--- src/rtl/i2s_xmit.sv ---
`default_nettype none
// ============================================================================
// Module   : i2s_xmit
// Purpose  : I2S transmitter for the pedal audio output path. It takes 24-bit
//            stereo pairs through a one-entry valid/ready buffer and shifts
//            them out MSB-first on sdout. Framing comes from the bck/lrck pair
//            made by clk_div, and everything runs in the mck domain.
//            Optional feature: define I2S_XMIT_UNDERRUN_CNT_EN to add the
//            saturating underrun_cnt[7:0] output.
// Revision : 1.0 - initial release
// ============================================================================
module i2s_xmit #(
   parameter int DATA_W        = 24,
   parameter int SLOT_W        = 32,
   parameter int UNDERRUN_HOLD = 0
) (
   input  logic              mck,
   input  logic              reset,
   input  logic              bck,
   input  logic              lrck,
   input  logic [DATA_W-1:0] in_left,
   input  logic [DATA_W-1:0] in_right,
   input  logic              in_valid,
   output logic              in_ready,
   output logic              sdout,
   output logic              frame_start,
   output logic              underrun
`ifdef I2S_XMIT_UNDERRUN_CNT_EN
   ,
   output logic [7:0]        underrun_cnt
`endif
);

   localparam int                 c_IDX_W     = $clog2(SLOT_W);
   localparam logic [c_IDX_W-1:0] c_IDX_MAX   = c_IDX_W'(SLOT_W - 1);
   localparam logic [c_IDX_W-1:0] c_DATA_LAST = c_IDX_W'(DATA_W);

   logic               r_bck_q;
   logic               r_lrck_q;
   logic               r_buf_full;
   logic               r_armed;
   logic [DATA_W-1:0]  r_buf_l;
   logic [DATA_W-1:0]  r_buf_r;
   logic [DATA_W-1:0]  r_sh_l;
   logic [DATA_W-1:0]  r_sh_r;
   logic [DATA_W-1:0]  r_last_l;
   logic [DATA_W-1:0]  r_last_r;
   logic [c_IDX_W-1:0] r_bit_idx;

   logic               w_bck_fall;
   logic               w_lrck_fall;
   logic               w_lrck_edge;
   logic               w_accept;
   logic               w_underrun_evt;
   logic               w_in_data;
   logic [c_IDX_W-1:0] w_idx_next;

   assign w_bck_fall     = r_bck_q & ~bck;
   assign w_lrck_fall    = r_lrck_q & ~lrck;
   assign w_lrck_edge    = r_lrck_q ^ lrck;
   assign in_ready       = ~r_buf_full;
   assign w_accept       = in_valid & ~r_buf_full;
   assign w_underrun_evt = w_lrck_fall & ~r_buf_full & r_armed;

   // Bit index within the half-frame: lrck edges realign, bck falls advance (saturating).
   always_comb begin
      w_idx_next = r_bit_idx;
      if (w_lrck_edge) begin
         w_idx_next = '0;
      end else if (w_bck_fall && (r_bit_idx != c_IDX_MAX)) begin
         w_idx_next = r_bit_idx + 1'b1;
      end
      // Slot 0 is the I2S one-bit delay; data occupies slots 1..DATA_W.
      w_in_data = (w_idx_next != '0) && (w_idx_next <= c_DATA_LAST);
   end

   // Register the frame clocks once so edges are seen as input vs. previous value.
   always_ff @(posedge mck or negedge reset) begin
      if (!reset) begin
         r_bck_q   <= 1'b0;
         r_lrck_q  <= 1'b0;
         r_bit_idx <= '0;
      end else begin
         r_bck_q   <= bck;
         r_lrck_q  <= lrck;
         r_bit_idx <= w_idx_next;
      end
   end

   // Input buffer: capture on handshake, release to the shifters at frame start.
   always_ff @(posedge mck or negedge reset) begin
      if (!reset) begin
         r_buf_full <= 1'b0;
         r_buf_l    <= '0;
         r_buf_r    <= '0;
      end else begin
         if (w_lrck_fall && r_buf_full) begin
            r_buf_full <= 1'b0;
         end
         if (w_accept) begin
            r_buf_full <= 1'b1;
            r_buf_l    <= in_left;
            r_buf_r    <= in_right;
         end
      end
   end

   // Frame start loads the shifters (new pair, held pair or silence); bck falls shift them.
   always_ff @(posedge mck or negedge reset) begin
      if (!reset) begin
         r_armed  <= 1'b0;
         r_sh_l   <= '0;
         r_sh_r   <= '0;
         r_last_l <= '0;
         r_last_r <= '0;
      end else if (w_lrck_fall) begin
         r_armed <= 1'b1;
         if (r_buf_full) begin
            r_sh_l   <= r_buf_l;
            r_sh_r   <= r_buf_r;
            r_last_l <= r_buf_l;
            r_last_r <= r_buf_r;
         end else begin
            // Before the first armed frame the last-pair regs are still zero.
            r_sh_l <= (UNDERRUN_HOLD != 0) ? r_last_l : '0;
            r_sh_r <= (UNDERRUN_HOLD != 0) ? r_last_r : '0;
         end
      end else if (w_bck_fall && w_in_data) begin
         if (r_lrck_q) begin
            r_sh_r <= {r_sh_r[DATA_W-2:0], 1'b0};
         end else begin
            r_sh_l <= {r_sh_l[DATA_W-2:0], 1'b0};
         end
      end
   end

   // Serial output and status pulses, updated on bck falls / frame start.
   always_ff @(posedge mck or negedge reset) begin
      if (!reset) begin
         sdout       <= 1'b0;
         frame_start <= 1'b0;
         underrun    <= 1'b0;
      end else begin
         frame_start <= w_lrck_fall;
         underrun    <= w_underrun_evt;
         if (w_bck_fall) begin
            sdout <= w_in_data & (r_lrck_q ? r_sh_r[DATA_W-1] : r_sh_l[DATA_W-1]);
         end
      end
   end

`ifdef I2S_XMIT_UNDERRUN_CNT_EN
   // Saturating count of underrun frames since reset.
   always_ff @(posedge mck or negedge reset) begin
      if (!reset) begin
         underrun_cnt <= 8'h00;
      end else if (w_underrun_evt && (underrun_cnt != 8'hFF)) begin
         underrun_cnt <= underrun_cnt + 8'd1;
      end
   end
`endif

endmodule
`default_nettype wire

--- config.mk ---
export PLATFORM = sky130hd
export DESIGN_NAME = i2s_xmit
export DESIGN_NICKNAME = d
export VERILOG_FILES = /design/src/rtl/i2s_xmit.sv
export SDC_FILE = /design/constraint.sdc
export NUM_CORES = 1
export LEC_CHECK = 0
export ABC_AREA = 1
export ABC_CLOCK_PERIOD_IN_PS = 4990
export BUFFER_PORTS_ARGS = -buffer_cell sky130_fd_sc_hd__clkbuf_2
export CAP_MARGIN = 40
export CORE_MARGIN = 5
export CORE_UTILIZATION = 33
export CTS_BUF_LIST = sky130_fd_sc_hd__clkbuf_8 sky130_fd_sc_hd__clkbuf_16
export DETAILED_ROUTE_END_ITERATION = 8
export HOLD_SLACK_MARGIN = 0.03
export PLACE_DENSITY = 0.58
export SKIP_LAST_GASP = 1
export SLEW_MARGIN = 10
export SYNTH_ARGS = -nofsm -noshare
export SYNTH_HDL_FRONTEND = slang
export SYNTH_SLANG_ARGS = --single-unit
--- constraint.sdc ---
create_clock -name mck -period 4.99 [get_ports mck]
set_input_delay 0.998 -clock mck [delete_from_list [all_inputs] [get_ports mck]]
set_output_delay 0.998 -clock mck [all_outputs]
set_load 0.005 [all_outputs]
# After elaboration in Yosys (flattened, before gate mapping)
# Index checks and enable logic that the tools add are counted.
# classes
eq_ne	2
mux	13
reduce_logical	10
add_sub_neg	1
n_lt_le_gt_ge	1
bitwise	10
# op_table
operator	n
24-bit two-way mux	8
5-bit two-way mux	2
1-bit bitwise AND	6
2-bit nonzero test	3
5-bit by 1-bit adder with 5-bit output (second input constant)	1
5-bit less-or-equal comparator (second input constant)	1
5-bit inequality test (second input constant)	1
5-bit nonzero test	1
1-bit logical AND	4
2-bit AND reduction	2
1-bit two-way mux	3
1-bit inverter	3
2-bit by 1-bit inequality test with 1-bit output (second input constant)	1
1-bit bitwise XOR	1
# totals
regBits	108

# Depth between registers and ports, before layout
# Gate-level depths: netlist of the first run.
# depth
word_depth	10
ltp_mapped	16

# Least setup slack after synthesis of the first run
# OpenSTA, ideal clock, no wires.
# synth_timing
path_kind	input to register
startpoint	in lrck
endpoint	reg r_sh_r[10]
stages	9
setup_slack_ns	2.616
n_path_buf	1
arrival_ns	2.256
cell_sequence	inv_1 ha_1 nand3_1 nand3_2 nor2_1 o21ai_2 buf_4 nand3_1 nand2_1
# synth_via
elab_chain_len	7
word_cells_on_any_way	12
cone_classes	1 x order compare; 2 x mux; 3 x bitwise; 6 x reduce/logical
# synth_lines
item	line_no	rtl
from (decl)	20	input logic lrck,
1-bit bitwise XOR	60	assign w_lrck_edge = r_lrck_q ^ lrck;
5-bit two-way mux	68	if (w_lrck_edge) begin
5-bit less-or-equal comparator or 5-bit nonzero test (tied branches)	74	w_in_data = (w_idx_next != '0) && (w_idx_next <= c_DATA_LAST);
1-bit logical AND	74	
1-bit logical AND	128	end else if (w_bck_fall && w_in_data) begin
2-bit nonzero test (no line)	n/a	
2-bit AND reduction (no line)	n/a	
to (signal assigned)	120	r_sh_r <= r_buf_r;
to (signal assigned)	126	r_sh_r <= (UNDERRUN_HOLD != 0) ? r_last_r : '0;
to (signal assigned)	130	r_sh_r <= {r_sh_r[DATA_W-2:0], 1'b0};
to (decl)	45	logic [DATA_W-1:0] r_sh_r;
# Parallel ways exist; a longest one is shown, timed or not.
# A chain may end at the register's enable or synchronous reset.

# Worst setup path after layout of the first run
# layout_timing
startpoint	reg r_bit_idx[0]
endpoint	reg r_sh_r[19]
# layout_via
elab_chain_len	9
word_cells_on_any_way	11
cone_classes	1 x add/sub; 1 x order compare; 1 x eq/ne; 2 x mux; 6 x reduce/logical
# layout_lines
item	line_no	rtl
from (decl)	48	logic [c_IDX_W-1:0] r_bit_idx;
from (signal assigned)	86	r_bit_idx <= w_idx_next;
branches (longest 2 deep; another with 5-bit by 1-bit adder with 5-bit output)	n/a	
5-bit two-way mux *	70	end else if (w_bck_fall && (r_bit_idx != c_IDX_MAX)) begin
5-bit two-way mux *	68	
via w_idx_next[2]	56	logic [c_IDX_W-1:0] w_idx_next;
5-bit less-or-equal comparator or 5-bit nonzero test (tied branches)	74	
1-bit logical AND *	74	
1-bit logical AND *	128	
2-bit nonzero test (no line) *	n/a	
2-bit AND reduction (no line) *	n/a	
# Mark *: on every way through the listed nets, which the timed path passes.

==> results.rst, run 1 <==
.. list-table::
   :header-rows: 1

   * - Metric
     - Value
   * - Internal power consumption
     - 1800 uW
   * - Net count after synthesis
     - 534
   * - DIE WIDTH
     - ~130 um
   * - Post-cts gate resize count
     - 0
   * - Grt total ovfl
     - 0
   * - Highest-count cells in the layout ignoring fill and taps
     - 108 x sky130_fd_sc_hd__dfrtp_1, 100 x sky130_fd_sc_hd__nand3_1, 81 x sky130_fd_sc_hd__nand2_1
   * - Net count of the finished layout
     - about 580
   * - Post-route clock period utilization
     - between 50% and 60%
   * - Number of buffers created by CTS
     - 9
   * - Largest net degree at the start of global routing
     - 63
   * - Quantity of hold-fixing buffers added after cts
     - 0
   * - TritonCTS clock tree
     - yes
   * - Distinct cell type count after synthesis
     - 25
   * - CTS root buffer
     - sky130_fd_sc_hd__clkbuf_16
   * - Core box area
     - 14500 sq um
   * - Top cells by area in the synthesized netlist
     - sky130_fd_sc_hd__dfrtp_1 55%, sky130_fd_sc_hd__nand3_1 10%, sky130_fd_sc_hd__mux2_2 9.5%, sky130_fd_sc_hd__a22o_1 7.2%, sky130_fd_sc_hd__nand2_1 6.3%
   * - Endpoints failing hold
     - 0
   * - Proportion of layout cells with a drive suffix above 1
     - between 20 and 25%
   * - Clock tree skew after final layout
     - 0.00882 ns
   * - Post-detailed-route wirelength per cell
     - 15.3 um
   * - Peak ir drop on the vdd network
     - 0.215 mV
   * - Category of the critical setup timing path
     - reg -> reg
   * - Setup_tns
     - 0 ns
   * - Die footprint
     - between 15000 and 20000 sq um
   * - Placer's final routability congestion estimate
     - 0.750
   * - Area growth from synthesis to layout
     - 15.2%
   * - Overall via count from detail_route
     - between 3000 and 4000
   * - Area of the mapped netlist
     - 4870 sq um
   * - Power density cells
     - 452 nW/um^2
   * - Post-detailed-route via-to-cell ratio
     - 5.11
   * - Min-Delay Path Class
     - reg -> reg
   * - Yosys warnings
     - 0
   * - WP data required
     - 5.22 ns
   * - Filler instances
     - 1428
   * - Switching part of the total power
     - 28.9%
   * - Clk network pwr share
     - around 26%
   * - Initial DRC Count
     - 341
   * - Slew at the pin closest to its max-slew limit
     - 0.886 ns
   * - Headroom to the max-slew limit
     - 40.8%
   * - Placed cell area
     - 5350 sq um
   * - Antenna violation net count after detailed routing
     - 0
   * - Portion of synthesized cell area occupied by the leading cell type
     - 55.5%
   * - Number of global-route vias before repair
     - 3658
   * - CP endpoint kind
     - flop
   * - First-pass GRT wire length
     - 18600 um
   * - Startpoint type of the worst setup path
     - flop
   * - Final critical-path required period
     - 2.82 ns
   * - Clock latency of the later-clocked register in the worst-skew pair
     - 0.35 ns
   * - Starting density of the core
     - 33.6%
   * - Number of levels in the clock H-tree
     - 3
   * - Detailed-routing iteration count for the pre-antenna-repair pass
     - 4
   * - Top achievable clock speed
     - approximately 350 MHz
   * - Worst EP arrival
     - 3.05 ns
   * - Post-synthesis sequential area ratio
     - a little under three fifths
   * - Most common library cell in the layout ignoring fill and taps
     - sky130_fd_sc_hd__dfrtp_1
   * - Leakage power
     - 0.00284 uW
   * - Net switching power of the design
     - 731 uW
   * - Half-perimeter wire length after placement
     - approximately 7000 um
   * - Finished Cell Area
     - 5610 sq um
   * - Number of primary I/O pins
     - between 50 and 60
   * - Mean instance size in the synthesized netlist
     - around 10 sq um
   * - Gate Count Post-Synth
     - 478
   * - Initial antenna violation count
     - 0
   * - Final number of max-transition violations
     - 0
   * - Final setup violation count
     - 0
   * - Post-CTS Setup Repair Bufs
     - 0
   * - Clock transition at the registers of the reported paths
     - 0.07 ns
   * - Number of remaining DRC errors
     - 0
   * - Total Routing Usage GR
     - 12.9%
   * - Die H
     - about 130 um
   * - Clock tree sinks
     - 108
   * - Unrepaired setup endpoints after global routing
     - no
   * - Diodes inserted
     - 0
   * - Number of max-cap violations
     - 0
   * - FP Rows
     - 44
   * - Part of the power in registers
     - 51.7%
   * - Maximum count of clock buffers along a single path
     - 2
   * - Post-synth top area cell
     - sky130_fd_sc_hd__dfrtp_1
   * - Critical Path Fanout Max
     - 13
   * - Logic gate share of total power
     - between 20% and 30%
   * - Quantity of I/O buffers inserted on ports
     - 56
   * - Flop and latch count out of synthesis
     - 108
   * - Final WL
     - 10800 um
   * - Outcome
     - completed
==> state kept, by name, summed over array words and instances (netlist names), 5 cells and up <==
| signal | count |
|---|---|
| r_sh_l | 24 |
| r_sh_r | 24 |
| r_bit_idx | 5 |
| r_buf_r | 24 |
| r_buf_l | 24 |
==> metal layers <==
layer	vias to the layer above	GRT usage, %	share of wire, %
li1	1741	-	-
met1	1801	18.3	49
met2	74	19.6	47
met3	15	2.29	2.9
met4	0	5.49	1.9
met5	-	0	0
==> synthesized netlist by cell type (all sizes together) <==
library cell / number
nor2: 12
mux2i: 1
o21ai: 9
nor3: 2
dfrtp: 108
nand3: 103
nand4: 3
buf: 16
clkbuf: 16
inv: 29
a22o: 40
nand2: 85
ha: 3
o31ai: 1
a21oi: 9
mux2: 41
==> logic make-up (layout without fill, tap and decap cells) <==
logic type | count (synthesis) | after routing | synth area share, %
AOI/OAI and AO/OA | 59 | 59 | 9.35
adders and majority gates | 3 | 3 | 0.771
buffers and inverters | 61 | 110 | 5.39
DFF | 108 | 108 | 55.5
muxes | 42 | 42 | 9.68
and+or+nand+nor | 205 | 205 | 19.3
==> cell type report <==
cell class / instances / area, sq um / share of cell area [%]
Clock buffer: 10 / 239 / 4.26
Clock inverter: 6 / 25.0 / 0.446
Inverter: 29 / 109 / 1.94
Multi-Input combinational cell: 309 / 1910 / 34.0
Sequential cell: 108 / 2700 / 48.2
Tap cell: 184 / 230 / 4.10
Timing Repair Buffer: 65 / 397 / 7.07
==> worst max-delay path, stage by stage, from the launching register on <==
cell,delay [ns]
sky130_fd_sc_hd__dfrtp_1,0.42
sky130_fd_sc_hd__ha_1,0.19
sky130_fd_sc_hd__inv_1,0.05
sky130_fd_sc_hd__nor3_1,0.14
sky130_fd_sc_hd__ha_1,0.24
sky130_fd_sc_hd__inv_1,0.09
sky130_fd_sc_hd__nand3_2,0.12
sky130_fd_sc_hd__nand2_1,0.08
sky130_fd_sc_hd__a21oi_1,0.21
sky130_fd_sc_hd__nor2_1,0.07
sky130_fd_sc_hd__nand3_1,0.09
sky130_fd_sc_hd__nand4_1,0.47
sky130_fd_sc_hd__buf_6,0.36
sky130_fd_sc_hd__nand3_1,0.08
sky130_fd_sc_hd__nand2_1,0.08
==> per-stage QoR <==
stage          utilization, %  setup slack (ns)  cells  total power, uW  hold slack, ns
4_1_cts                  38.7              2.15    711             2560           0.461
5_1_grt                  38.7              1.90    711             2700           0.496
3_5_place_dp             36.9              1.92    695             1900           0.464
6_report                 38.7              2.17    711             2530           0.462
3_3_place_gp             36.3              1.74    690             1860           0.434
2_1_floorplan               -              2.62    478             1720           0.422
==> final timing paths <==
check	from	to	slack [ns]	cells past startpoint
min in group asynchronous	reset	r_buf_l[8]	0.50	1
max	r_bit_idx[0]	r_sh_r[19]	2.17	14
max reg2reg	r_bit_idx[0]	r_sh_r[19]	2.17	14
min	r_buf_full	underrun	0.46	1
min reg2reg	r_buf_full	underrun	0.46	1
max in group asynchronous	reset	r_buf_r[14]	3.42	3
==> power by group through the flow <==
stage	Sequential, uW	Clock (uW)	Combinational (uW)
floorplan	1270	0	458
global placement	1320	0	545
detailed placement	1320	0	579
CTS	1310	671	582
global route	1340	709	652
finish	1310	653	572
No activity file was read; power rests on OpenSTA's default activity.
==> inputs of run 2 (changes only) <==
--- a/config.mk
+++ b/config.mk
@@ -5,8 +5,8 @@
 export SDC_FILE = /design/constraint.sdc
 export NUM_CORES = 1
 export LEC_CHECK = 0
-export ABC_AREA = 1
-export ABC_CLOCK_PERIOD_IN_PS = 4990
+export ABC_AREA = 0
+export ABC_CLOCK_PERIOD_IN_PS = 2800
 export BUFFER_PORTS_ARGS = -buffer_cell sky130_fd_sc_hd__clkbuf_2
 export CAP_MARGIN = 40
 export CORE_MARGIN = 5
==> constraint.sdc (replaced) <==
create_clock -name mck -period 2.8 [get_ports mck]
set_input_delay 0.56 -clock mck [delete_from_list [all_inputs] [get_ports mck]]
set_output_delay 0.56 -clock mck [all_outputs]
set_load 0.005 [all_outputs]
==> run 2 against run 1 <==
  * The flow now finishes with violations (setup timing)
  * Critical path depth decreased by 4
  * Global-route usage is 1.1 points lower
  * Register-to-register slack got worse by 2.3 ns
  * Via count fell by 20%
  * Core utilization grew 1.2 points
  * Clock power increased by 93%
  * Flip-flop and latch count unchanged
  * Die area is 1.8% lower
  * First-iteration DRC count fell by 43%
  * Final cell count shrank 15%
  * Maximum frequency down 2.4%
  * Highest routed layer unchanged
==> results.rst, run 2 <==
.. list-table::
   :header-rows: 1

   * - Metric
     - Value
   * - Outcome
     - complete, but fails checks
   * - Violations in the final reports
     - setup timing
   * - Clock tree sinks
     - 108
   * - Gate Count Post-Synth
     - 349
   * - Yosys warnings
     - 0
   * - Number of buffers created by CTS
     - 9
   * - Depth of the most critical reg-to-reg path
     - 10
   * - Placed Instances
     - about 600
   * - Number of max-cap violations
     - 0
   * - Grt total ovfl
     - 0
   * - Clock transition at the registers of the reported paths
     - 0.07 ns
   * - Met3 routing resource usage after global routing
     - 3.03%
   * - Clk network pwr share
     - 26.8%
   * - Post-synthesis sequential area ratio
     - 56.6%
   * - Post-detailed-route via-to-cell ratio
     - 4.81
   * - Hold Worst Slack
     - 0.277 ns
   * - Flop and latch count out of synthesis
     - around 110
   * - Startpoint type of the worst setup path
     - flop
   * - Final setup violation count
     - 46
   * - Top achievable clock speed
     - roughly 350 MHz
   * - Final WL
     - 9200 um
   * - Diodes inserted
     - 0
   * - Largest net degree at the start of global routing
     - approximately 60
   * - TritonCTS clock tree
     - yes
   * - Die footprint
     - 17000 sq um
   * - Filler instances
     - 1362
   * - Mean instance size in the synthesized netlist
     - approximately 14 sq um
   * - Portion of synthesized cell area occupied by the leading cell type
     - 56.6%
   * - Placer's final routability congestion estimate
     - 0.800
   * - Leakage power
     - 0.00276 uW
   * - Number of remaining DRC errors
     - 0
   * - Area of the multi-input gates
     - about 2000 sq um
   * - Sequential cell area
     - 2700 sq um
   * - Starting density of the core
     - 33.2%
   * - First-pass GRT wire length
     - roughly 16000 um
   * - Number of global-route vias before repair
     - between 3000 and 4000
   * - Detailed-routing iteration count for the pre-antenna-repair pass
     - 4
   * - Maximum count of clock buffers along a single path
     - 2
   * - Worst EP arrival
     - around 3.1 ns
   * - Net count after synthesis
     - 405
   * - Cell Count, Final, Fillers Out
     - 605
   * - Switching part of the total power
     - 26.3%
   * - Top cells by area in the synthesized netlist
     - sky130_fd_sc_hd__dfrtp_1 57%, sky130_fd_sc_hd__mux2_2 12%, sky130_fd_sc_hd__mux2_4 6.0%, sky130_fd_sc_hd__mux2i_1 5.2%, sky130_fd_sc_hd__a21oi_1 4.9%
   * - Final number of max-transition violations
     - 0
   * - Clock tree skew after final layout
     - 0.00742 ns
   * - Number of levels in the clock H-tree
     - 3
   * - Number of primary I/O pins
     - 57
   * - Clock latency of the later-clocked register in the worst-skew pair
     - 0.35 ns
   * - Die H
     - 130 um
   * - Top cells by count, synth
     - 108 x sky130_fd_sc_hd__dfrtp_1, 52 x sky130_fd_sc_hd__mux2_2, 47 x sky130_fd_sc_hd__a21oi_1
   * - Quantity of I/O buffers inserted on ports
     - 56
   * - Initial antenna violation count
     - 0
   * - Critical Path Fanout Max
     - 12
   * - CP endpoint kind
     - flop
   * - Area of the mapped netlist
     - 4780 sq um
   * - Post-detailed-route wirelength per cell
     - 15.2 um
   * - Dominant cell by count in the synthesized netlist
     - sky130_fd_sc_hd__dfrtp_1
   * - Worst Slack Setup Final
     - -0.0910 ns
   * - Post-route clock period utilization
     - 103%
   * - FP Rows
     - 44
   * - Main synth FF type
     - sky130_fd_sc_hd__dfrtp_1
   * - Total Routing Usage GR
     - 11.9%
   * - Total power after layout
     - 4720 uW
   * - Final critical-path required period
     - between 2 and 3 ns
   * - Busiest grt layer
     - met2
   * - Area growth from synthesis to layout
     - 20.3%
   * - Min-Delay Path Class
     - in -> async
   * - Distinct cell type count after synthesis
     - 42
   * - Category of the critical setup timing path
     - reg -> reg
   * - Met2 track demand over resource
     - 17.3%
   * - Post-synth ARST share
     - between 90% and 100%
   * - Net count of the finished layout
     - 473
   * - Core box area
     - 14400 sq um
   * - Worst R2R Setup Slack
     - -0.09 ns
   * - Endpoints failing hold
     - 0
   * - Quantity of hold-fixing buffers added after cts
     - 0
   * - Part of the power in registers
     - 50.7%
   * - Logic gate share of total power
     - 22.5%
   * - Internal power consumption
     - 3480 uW
   * - Initial DRC Count
     - 196
   * - Count of flip-flops with a built-in enable after synthesis
     - 0
   * - DIE WIDTH
     - 130 um
   * - WP data required
     - between 3 and 4 ns
   * - Unrepaired setup endpoints after global routing
     - yes
   * - Antenna violation net count after detailed routing
     - 0
   * - Net switching power of the design
     - 1240 uW
   * - Highest-count cells in the layout ignoring fill and taps
     - 108 x sky130_fd_sc_hd__dfrtp_1, 55 x sky130_fd_sc_hd__clkbuf_2, 52 x sky130_fd_sc_hd__mux2_2
   * - Post-synth top area cell
     - sky130_fd_sc_hd__dfrtp_1
   * - Post-Place Worst Slack
     - -0.149 ns
   * - Power density cells
     - 821 nW/um^2
   * - Half-perimeter wire length after placement
     - between 6000 and 7000 um
   * - Peak ir drop on the vdd network
     - 0.380 mV
   * - Global Route met1 Usage
     - 16.6%
   * - Headroom to the max-slew limit
     - around half
   * - Overall via count from detail_route
     - just under 3000
   * - Most common library cell in the layout ignoring fill and taps
     - sky130_fd_sc_hd__dfrtp_1
   * - Slew at the pin closest to its max-slew limit
     - ~0.75 ns
   * - CTS root buffer
     - sky130_fd_sc_hd__clkbuf_16
   * - Proportion of layout cells with a drive suffix above 1
     - 43.0%
## run 2: changes by cell type after synthesis, sizes merged, moves of 3 or more
cell | previous run | this run
a21oi | 9 | 47
and3 | 0 | 3
o21ai | 9 | 3
nand4 | 3 | 0
nand3 | 103 | 3
inv | 29 | 5
mux2i | 1 | 25
mux2 | 41 | 71
nand2 | 85 | 7
buf | 16 | 6
nor2 | 12 | 5
a22o | 40 | 21
## run 2: worst max-delay path: stages (launching register included)
cell                       delay [ns]
sky130_fd_sc_hd__dfrtp_1         0.38
sky130_fd_sc_hd__ha_2            0.19
sky130_fd_sc_hd__and3_4          0.18
sky130_fd_sc_hd__ha_4            0.15
sky130_fd_sc_hd__or3b_4          0.40
sky130_fd_sc_hd__or4b_4          0.53
sky130_fd_sc_hd__a211o_1         0.31
sky130_fd_sc_hd__o211ai_4        0.13
sky130_fd_sc_hd__buf_12          0.20
sky130_fd_sc_hd__mux2i_1         0.21
sky130_fd_sc_hd__a21oi_1         0.08
## run 2: power groups by stage
stage | combinational, uW | clock (uW) | sequential (uW)
detailed placement | 1070 | 0 | 2420
floorplan | 874 | 0 | 2300
global route | 1180 | 1360 | 2470
finish | 1060 | 1260 | 2390
CTS | 1080 | 1300 | 2400
global placement | 1030 | 0 | 2410
## run 2: worst paths after layout
path                         startpoint     endpoint
min                               reset   r_buf_r[8]
max in group asynchronous         reset  r_buf_l[12]
max                        r_bit_idx[0]    r_sh_r[9]
max reg2reg                r_bit_idx[0]    r_sh_r[9]
min in group mck                   lrck     r_lrck_q
min reg2reg                     r_armed      r_armed
## run 2: cell families after synthesis
kind of cell | Yosys count | share of synthesized area [%]
XOR/XNOR | 3 | 0.550
AO/OA/AOI/OAI | 83 | 12.1
buffers and inverters | 28 | 3.22
AND/OR/NAND/NOR | 28 | 3.30
adder cells (fa/ha/maj) | 3 | 0.786
multiplexers | 96 | 23.5
flip-flops | 108 | 56.6
## run 2: timing repair
item | in CTS | in global routing
gates resized for setup | 3 | 1
hold endpoints to repair | 0 | 0
setup endpoints to repair | 46 | 46
gates cloned | 1 | 1
pin swaps | 1 | 2
setup buffers | 1 | 2
## run 2: layer usage
metal  wire length [um]  up-vias
met4                172        0
met3                356       12
met5                  0        -
met2               4020       39
li1                   -     1406
met1               4650     1454
## run 2: metrics by stage
| step | TNS (ns) | util, % | cell area [sq um] |
|---|---|---|---|
| final | -2.56 | 40.0 | 5750 |
| after CTS | -3.03 | 39.8 | 5720 |
| after detailed placement | -5.29 | 37.5 | 5390 |
| after floorplan | -5.76 | - | 4820 |
| after global routing | -6.55 | 40.0 | 5750 |
| after global placement | -3.88 | 37.5 | 5390 |
## run 2: layout make-up
cell class,count,area share [%]
well taps,184,4.01
clock buffers,10,4.16
flip-flops and latches,108,47.0
repair buffers,79,9.17
inverters,6,0.392
clock inverters,5,0.914
multi-input cells,213,34.3
==> inputs of run 3 (changes only) <==
--- a/config.mk
+++ b/config.mk
@@ -6,7 +6,7 @@
 export NUM_CORES = 1
 export LEC_CHECK = 0
 export ABC_AREA = 0
-export ABC_CLOCK_PERIOD_IN_PS = 2800
+export ABC_CLOCK_PERIOD_IN_PS = 3200
 export BUFFER_PORTS_ARGS = -buffer_cell sky130_fd_sc_hd__clkbuf_2
 export CAP_MARGIN = 40
 export CORE_MARGIN = 5
==> constraint.sdc (replaced) <==
create_clock -name mck -period 3.2 [get_ports mck]
set_input_delay 0.64 -clock mck [delete_from_list [all_inputs] [get_ports mck]]
set_output_delay 0.64 -clock mck [all_outputs]
set_load 0.005 [all_outputs]
==> run 3 against run 2 <==
  * The flow now finishes without violations
  * Worst hold slack gained 0.066 ns
  * Non-clock buffer count decreased by 6
  * Largest cell class unchanged
  * Sequential share of layout area hardly changed
  * Critical path type unchanged
  * Clock power fell by 5%
  * Die area did not move
  * Routed wire length is 3.0% higher
  * Global-route usage rose by 0.26 points
==> results.rst, run 3 (synthesis gave the netlist of run 2 again) <==
.. list-table::
   :header-rows: 1

   * - Metric
     - Value
   * - Outcome
     - completed
   * - Clock transition at the registers of the reported paths
     - 0.07 ns
   * - Kind of cell adding the most delay to the critical path
     - simple AND/OR/NAND/NOR gates
   * - Setup_tns
     - 0 ns
   * - Number of buffers created by CTS
     - 9
   * - Worst Slack Setup Final
     - 0.113 ns
   * - Met2 track demand over resource
     - 17.8%
   * - Headroom to the max-slew limit
     - 49.3%
   * - Initial DRC Count
     - 124
   * - Number of levels in the clock H-tree
     - 3
   * - Met3 routing resource usage after global routing
     - 3.27%
   * - Area of the multi-input gates
     - 1970 sq um
   * - First-pass GRT wire length
     - 16000 um
   * - Filler instances
     - around 1300
   * - Net count of the finished layout
     - approximately 470
   * - Global Route met1 Usage
     - 16.7%
   * - Final number of max-transition violations
     - 0
   * - Post-detailed-route wirelength per cell
     - between 15 and 20 um
   * - FP Rows
     - 44
   * - Initial antenna violation count
     - 0
   * - Total power after layout
     - 4240 uW
   * - Antenna violation net count after detailed routing
     - 0
   * - Die H
     - between 100 and 150 um
   * - Top achievable clock speed
     - 324 MHz
   * - DIE WIDTH
     - between 100 and 150 um
   * - Power density cells
     - 737 nW/um^2
   * - Peak ir drop on the vdd network
     - 0.399 mV
   * - Final critical-path required period
     - 3.09 ns
   * - Leakage power
     - 0.00274 uW
   * - Placer's final routability congestion estimate
     - 0.810
   * - Number of global-route vias before repair
     - between 3000 and 4000
   * - Maximum count of clock buffers along a single path
     - 2
   * - TritonCTS clock tree
     - yes
   * - Slowest stage cell on the critical path
     - sky130_fd_sc_hd__or4b_4
   * - Busiest grt layer
     - met2
   * - Core box area
     - 14400 sq um
   * - Worst EP arrival
     - between 3 and 4 ns
   * - Count of buffer and inverter cells on the critical path
     - 2
   * - Total Routing Usage GR
     - 12.1%
   * - Diodes inserted
     - 0
   * - Overall via count from detail_route
     - 2941
   * - CTS root buffer
     - sky130_fd_sc_hd__clkbuf_16
   * - Post-route clock period utilization
     - approximately 96%
   * - Critical Path Fanout Max
     - 12
   * - Final WL
     - 9480 um
   * - Largest net degree at the start of global routing
     - 59
   * - Cell chain of the critical path
     - ha_1, and3_1, ha_2, or3b_4, or4b_4, a211oi_4, o41ai_4, buf_4, buf_12, mux2_4
   * - Post-Place Worst Slack
     - between 0.03 and 0.04 ns
   * - Clock latency of the later-clocked register in the worst-skew pair
     - 0.36 ns
   * - Critical path's largest stage delay
     - 0.53 ns
   * - Startpoint type of the worst setup path
     - flop
   * - Starting density of the core
     - 33.2%
   * - Number of max-cap violations
     - 0
   * - Number of primary I/O pins
     - 57
   * - Area growth from synthesis to layout
     - 20.4%
   * - Slew at the pin closest to its max-slew limit
     - 0.761 ns
   * - Endpoints failing hold
     - 0
   * - CP endpoint kind
     - flop
   * - Half-perimeter wire length after placement
     - 6230 um
   * - Detailed-routing iteration count for the pre-antenna-repair pass
     - 4
   * - Most common library cell in the layout ignoring fill and taps
     - sky130_fd_sc_hd__dfrtp_1
   * - Highest-count cells in the layout ignoring fill and taps
     - 108 x sky130_fd_sc_hd__dfrtp_1, 55 x sky130_fd_sc_hd__clkbuf_2, 52 x sky130_fd_sc_hd__mux2_2
   * - Category of the critical setup timing path
     - reg -> reg
   * - Number of remaining DRC errors
     - 0
   * - Clock tree skew after final layout
     - 0.00979 ns
   * - Post-detailed-route via-to-cell ratio
     - 4.90
   * - WP data required
     - between 3 and 4 ns
   * - Sequential cell area
     - ~2700 sq um
   * - Final setup violation count
     - 0
   * - Min-Delay Path Class
     - in -> async
   * - Quantity of I/O buffers inserted on ports
     - 56
   * - Utilization of the core after routing
     - 40.0%
   * - Die footprint
     - 17000 sq um
   * - Grt total ovfl
     - 0
   * - Proportion of layout cells with a drive suffix above 1
     - 42.3%
   * - Clock tree sinks
     - 108
run 3: final timing paths:
| kind | start | end | slack, ns | depth (start not counted) |
|---|---|---|---|---|
| worst max-delay path | r_bit_idx[0] | r_sh_l[13] | 0.11 | 10 |
| worst min-delay path | reset | r_buf_r[7] | 0.34 | 1 |
| worst max register to register | r_bit_idx[0] | r_sh_l[13] | 0.11 | 10 |
| worst min register to register | r_armed | r_armed | 0.46 | 1 |
| max in group asynchronous | reset | r_sh_l[7] | 2.11 | 2 |
| min in group mck | lrck | r_lrck_q | 0.42 | 1 |
run 3: per-layer routing:
| metal | share of wire [%] | routed length [um] |
|---|---|---|
| met1 | 47 | 4500 |
| met2 | 46 | 4370 |
| met3 | 4.2 | 398 |
| met4 | 2.2 | 208 |
| met5 | 0 | 0 |
run 3: layout make-up:
class                      count  area share (%)
sequential                   108            47.0
clock buffer                   9            3.92
multi-input combinational    213            34.2
tap                          184            4.00
timing repair buffer          73            8.75
inverter                       6           0.392
clock inverter                 7            1.72
run 3: timing repair:
item | 4_1_cts | 5_1_grt
gates cloned | 1 | 1
setup buffers | 6 | 0
resized for setup | 4 | 3
pin swaps | 3 | 2
hold buffers | 0 | 0
endpoints found under the setup margin | 1 | 46
endpoints found under the hold margin | 0 | 0
run 3: power breakdown:
group / internal, uW / leakage [uW] / switching (uW) / total (uW)
sequential: 1820 / 0.00130 / 262 / 2080
clock: 690 / 0.000156 / 514 / 1200
combinational: 608 / 0.00128 / 343 / 952
total: 3120 / 0.00274 / 1120 / 4240
run 3: stage by stage:
| stage | instances | cell area (sq um) | hold slack, ns |
|---|---|---|---|
| detailed placement | 576 | 5290 | 0.447 |
| CTS | 599 | 5700 | 0.387 |
| finish | 600 | 5750 | 0.343 |
| floorplan | 349 | 4780 | 0.344 |
| global route | 600 | 5750 | 0.414 |
| global placement | 576 | 5290 | 0.442 |
